$ cat src/rtl/toggle_pkg.sv
// Shared types and default parameters for the toggle event counter.
package toggle_pkg;

  localparam int unsigned CNT_W_DEF       = 8;
  localparam int unsigned WINDOW_DEF      = 16;
  localparam int unsigned SYNC_STAGES_DEF = 2;

  typedef enum logic {
    EMPTY = 1'b0,
    FULL  = 1'b1
  } out_state_t;

endpackage

$ cat src/rtl/toggle_sync_edge.sv
// Synchronises an asynchronous toggle level and emits a one-cycle pulse per transition.
module toggle_sync_edge
  import toggle_pkg::*;
#(
  parameter int unsigned SYNC_STAGES = SYNC_STAGES_DEF
) (
  input  logic clk,
  input  logic rst,
  input  logic q_in,
  output logic edge_pulse
);

  logic [SYNC_STAGES-1:0] sync;
  logic                   prev;

  // Chain resets to 0, so a high level at reset release reads as one transition.
  always_ff @(posedge clk) begin
    if (rst) begin
      sync       <= '0;
      prev       <= 1'b0;
      edge_pulse <= 1'b0;
    end else begin
      sync       <= {sync[SYNC_STAGES-2:0], q_in};
      prev       <= sync[SYNC_STAGES-1];
      edge_pulse <= sync[SYNC_STAGES-1] ^ prev;
    end
  end

endmodule

$ cat src/rtl/toggle_event_counter.sv
// Counts toggle-level transitions per fixed window and offers each window total
// on a valid/ready port with sticky overflow and saturation flags.
module toggle_event_counter
  import toggle_pkg::*;
#(
  parameter int unsigned CNT_W       = CNT_W_DEF,
  parameter int unsigned WINDOW      = WINDOW_DEF,
  parameter int unsigned SYNC_STAGES = SYNC_STAGES_DEF
) (
  input  logic             clk,
  input  logic             rst,
  input  logic             q_in,
  input  logic             clr,
  output logic             edge_pulse,
  output logic             out_valid,
  input  logic             out_ready,
  output logic [CNT_W-1:0] out_count,
  output logic             overflow,
  output logic             sat
);

  localparam int unsigned      WIN_W    = (WINDOW > 1) ? $clog2(WINDOW) : 1;
  localparam logic [WIN_W-1:0] WIN_LAST = WIN_W'(WINDOW - 1);
  localparam logic [CNT_W-1:0] CNT_MAX  = '1;

  logic [WIN_W-1:0] win_cnt;
  logic [CNT_W-1:0] ev_cnt;
  logic [CNT_W-1:0] snap;
  logic             win_end;
  logic             at_cap;
  logic             load;
  logic             drop;
  out_state_t       state;
  out_state_t       state_next;

  toggle_sync_edge #(
    .SYNC_STAGES(SYNC_STAGES)
  ) u_sync_edge (
    .clk       (clk),
    .rst       (rst),
    .q_in      (q_in),
    .edge_pulse(edge_pulse)
  );

  assign win_end = (win_cnt == WIN_LAST);
  assign at_cap  = (ev_cnt == CNT_MAX);
  // The edge arriving in the closing cycle still belongs to the closing window.
  assign snap    = at_cap ? CNT_MAX : ev_cnt + CNT_W'(edge_pulse);

  always_ff @(posedge clk) begin
    if (rst || clr) begin
      state <= EMPTY;
    end else begin
      state <= state_next;
    end
  end

  // Output handshake: hold one total, drop later ones while unaccepted.
  always_comb begin
    state_next = state;
    load       = 1'b0;
    drop       = 1'b0;
    case (state)
      EMPTY: begin
        if (win_end) begin
          load       = 1'b1;
          state_next = FULL;
        end
      end
      FULL: begin
        if (win_end) begin
          if (out_ready) begin
            load = 1'b1;
          end else begin
            drop = 1'b1;
          end
        end else if (out_ready) begin
          state_next = EMPTY;
        end
      end
      default: state_next = EMPTY;
    endcase
  end

  always_ff @(posedge clk) begin
    if (rst) begin
      win_cnt   <= '0;
      ev_cnt    <= '0;
      out_valid <= 1'b0;
      out_count <= '0;
      overflow  <= 1'b0;
      sat       <= 1'b0;
    end else if (clr) begin
      win_cnt   <= '0;
      ev_cnt    <= '0;
      out_valid <= 1'b0;
      overflow  <= 1'b0;
      sat       <= 1'b0;
    end else begin
      win_cnt <= win_end ? '0 : win_cnt + WIN_W'(1);
      if (win_end) begin
        ev_cnt <= '0;
      end else if (edge_pulse && !at_cap) begin
        ev_cnt <= ev_cnt + CNT_W'(1);
      end
      if (edge_pulse && at_cap) begin
        sat <= 1'b1;
      end
      if (load) begin
        out_count <= snap;
      end
      if (drop) begin
        overflow <= 1'b1;
      end
      out_valid <= (state_next == FULL);
    end
  end

endmodule

$ cat config.mk
export PLATFORM = sky130hd
export DESIGN_NAME = toggle_event_counter
export DESIGN_NICKNAME = d
export VERILOG_FILES = /design/src/rtl/toggle_pkg.sv /design/src/rtl/toggle_sync_edge.sv /design/src/rtl/toggle_event_counter.sv
export SDC_FILE = /design/constraint.sdc
export NUM_CORES = 1
export LEC_CHECK = 0
export BUFFER_PORTS_ARGS = -buffer_cell sky130_fd_sc_hd__buf_2
export CAP_MARGIN = 30
export CORE_MARGIN = 8
export CORE_UTILIZATION = 40
export DETAILED_ROUTE_END_ITERATION = 7
export GPL_TIMING_DRIVEN = 0
export PLACE_DENSITY_LB_ADDON = 0.05
export SLEW_MARGIN = 40
export SYNTH_ARGS = -nofsm -noshare
export SYNTH_HDL_FRONTEND = slang
export SYNTH_SLANG_ARGS = --single-unit
$ cat constraint.sdc
create_clock -name clk -period 1.46 [get_ports clk]
set_input_delay 0.292 -clock clk [delete_from_list [all_inputs] [get_ports clk]]
set_output_delay 0.292 -clock clk [all_outputs]
set_load 0.02 [all_outputs]
==> parameters.txt <==
Parameter                              Value

Outcome
  Result of the run    finished, final reports clean

Floorplan
  Floorplan row count    19
  Horiz. Die Dim    roughly 70 um
  DIE AREA    0.00494 mm2
  CORE AREA    0.00278 mm2
  Die outline height    70.3 um
  Starting utilization of the core area    42.4%
  IO Pins    17

Pwr
  Leakage power total    0.535 nW
  Switching share of power    between 20% and 30%
  Clock network fraction of design power    around 29%
  Areal power density over the cells    802 mW/mm2
  P_int    865 uW
  Sequential share of power    between 60% and 70%
  Share of power burned in combinational logic    3.7%
  Net switching power of the design    256 uW
  Worst voltage drop across the vdd grid    0.529 mV

Placement
  Place WS    -0.213 ns
  Cell area reported after detailed placement    ~0.0013 mm2
  Total of buffers placed on input and output ports    16
  Placer Congestion    0.782
  Cell count after placement    between 150 and 200
  HPWL after DPL    between 1500 and 2000 um

GRT
  Number of antenna violations at the first check in global routing    0
  Wire length of the first global-routing pass    4040 um
  Total gr overflow    0
  Global-route usage over all layers    9.59%
  Largest net degree at the start of global routing    16
  Via count of the first global-routing pass    916

Yosys
  Leading register cell type out of synthesis    dfxtp_1
  Library cell occupying the most area in the post-synthesis netlist    dfxtp_1
  Most frequently used cell type in the post-synthesis netlist    dfxtp_1
  Number of warnings issued by yosys    0
  Average cell area after synthesis    9.22 um2
  Async set-or-reset flop fraction in the synthesized netlist    0%
  Count of flip-flops with a built-in enable after synthesis    0
  Top cells by area, synth    dfxtp_1 46%, a211oi_1 7.6%, nor2_1 6.4%, xnor2_1 4.5%, ha_1 4.2%
  Cell area after synthesis    0.00118 mm2
  Post-synth top cells    27 x dfxtp_1, 20 x nor2_1, 12 x a211oi_1
  Share of the yosys chip area belonging to registers    45.8%
  Number of synthesized register bits    27
  Area share of the largest cell type after synthesis    45.8%
  Distinct cells, synth    27
  Net count after synthesis    137
  Gate count of the mapped netlist    128

Final layout
  Antenna diodes    0
  Final net count    161
  Fraction of final layout cells with drive strength greater than 1    28.5%
  Count of placed standard cells in the final layout, fillers left out    182
  Number of filler instances in the final layout    278
  Final core utilization    50.2%
  Syn-to-layout area delta    18.5%
  Finished Cell Area    ~0.0014 mm2

STA
  Slack of the critical path    between 0.015 and 0.02 ns
  Minimum hold slack    0.175 ns
  Max Clk Rate    693 MHz
  Fin. Hold Viols    0
  RSZ-0062 raised after global routing    yes
  Post-route fraction of the period consumed by the critical path    around 99%
  Post-layout min period    1.44 ns
  Slew at the pin with the worst max-slew slack    0.463 ns
  Final Slew Violations    0
  Fin Clk Skew    0.00604 ns
  Worst slew margin    just under 70%
  Setup violations, final    0

Detailed routing
  Total wire length after detailed routing    2330 um
  Number of design rule violations left after detail routing    0
  Post-detailed-route count of antenna-violating nets    0
  Number of design-rule violations left by the first detailed-router iteration    35
  Routed via count    942
  Router iterations before antenna repair    4
  Drt via density    between 5 and 6
  Average wire per cell in the routed design    about 13 um

Clock tree
  Clock buffer count from CTS    3
  Source-to-sink clock delay at the later pin of the worst-skew pair    around 0.33 ns
  Number of H-tree levels    1
  Number of clock sinks    27
  Root Buffer Master    clkbuf_4
  Worst-path clk slew    approximately 0.15 ns
  TritonCTS clock tree    done
  Largest buffer count on any clock path    2

Worst hold path
  Tightest Hold Check Type    in2reg
  Min-Delay Path Depth    2

Worst setup path
  Kind of cell adding the most delay to the critical path    compound AO/OA/AOI/OAI gates
  Worst r2r path cells    5
  Critical path depth    5
  CP Capture Type    flop
  Arrival @ worst endpoint    1.66 ns
  Cell chain of the critical path    ha_4 -> and3_4 -> nor3b_4 -> a21boi_4 -> a211oi_1
  Highest-delay cell along the critical path    dfxtp_2
  Worst Path Class, Setup    reg2reg
  Worst path max stage delay    about 0.38 ns
  Nature of the critical path startpoint    flop
  Critical path data required time    1.67 ns
  Sum of buffers and inverters on the critical path    0
  Largest driver fanout on the critical path    8

Run
  Max-cap check violation count    0
[worst paths after layout]
path,from,end,slack (ns)
worst min register to register,u_sync_edge.sync[0],u_sync_edge.sync[1],0.46
worst min-delay path,q_in,u_sync_edge.sync[0],0.17
worst max register to register,win_cnt[0],out_count[4],0.02
worst max-delay path,win_cnt[0],out_count[4],0.02
[final cells by class]
class / instances / area [um2] / share of cell area [%]
multi-input cells: 89 / 619 / 44.3
flip-flops and latches: 27 / 549 / 39.3
repair buffers: 19 / 103 / 7.34
plain buffers: 8 / 45.0 / 3.22
well taps: 31 / 38.8 / 2.78
clock buffers: 3 / 22.5 / 1.61
inverters: 4 / 15.0 / 1.07
clock inverters: 1 / 5.00 / 0.358
[registers in the layout (all words and copies together) (netlist names)]
signal / count
ev_cnt: 8
out_count: 8
win_cnt: 4
u_sync_edge.sync: 2
overflow: 1
sat: 1
state: 1
u_sync_edge.edge_pulse: 1
u_sync_edge.prev: 1
[metal layers]
metal | GRT usage [%] | up-vias | wire [um]
met2 | 14.9 | 15 | 1100
met5 | 0 | - | 0
met4 | 3.35 | 0 | 14
met1 | 12.2 | 433 | 1100
li1 | - | 492 | -
met3 | 2.82 | 2 | 112
[power groups by stage]
stage | combinational, mW | clock, mW | sequential [mW]
CTS | 0.0402 | 0.342 | 0.755
global route | 0.0475 | 0.369 | 0.755
detailed placement | 0.0395 | 0 | 0.770
global placement | 0.0388 | 0 | 0.770
floorplan | 0.0217 | 0 | 0.770
finish | 0.0419 | 0.326 | 0.753
[cell families after synthesis]
family                   after synthesis  share of synthesized area [%]
flip-flops                            27                           45.8
AND/OR/NAND/NOR                       50                           21.8
multiplexers                           1                          0.848
adder cells (fa/ha/maj)                4                           4.24
buffers and inverters                 12                           4.56
AO/OA/AOI/OAI                         23                           14.5
XOR/XNOR                              11                           8.17
[stage by stage]
| stage | power, mW | TNS [ns] |
|---|---|---|
| global route | 1.17 | -0.780 |
| detailed placement | 0.810 | -1.74 |
| CTS | 1.14 | -0.00395 |
| finish | 1.12 | 0 |
| global placement | 0.809 | -1.50 |
| floorplan | 0.791 | 0 |
[layout by cell type (no fill, tap or decap), drive strengths merged, types with 2 or more instances in the layout]
master  netlist  final
xor2          5      5
a21oi         2      2
clkbuf        3      8
nor2b         5      5
xnor2         6      6
and4          2      2
o21ai         2      2
a211oi       12     12
ha            4      4
nor2         20     20
and3          2      2
inv           4      4
a31oi         3      3
nand4         3      3
nand3         6      6
nor3          6      6
buf           5     22
nand2         4      4
dfxtp        27     27
[repair_timing]
action | in CTS | in global routing
gates resized for setup | 3 | 9
hold buffers | 0 | 0
endpoints found under the setup margin | 11 | 18
setup buffers | 1 | 2
pin swaps | 1 | 1
Note: power is estimated with default switching activity, not from simulation.
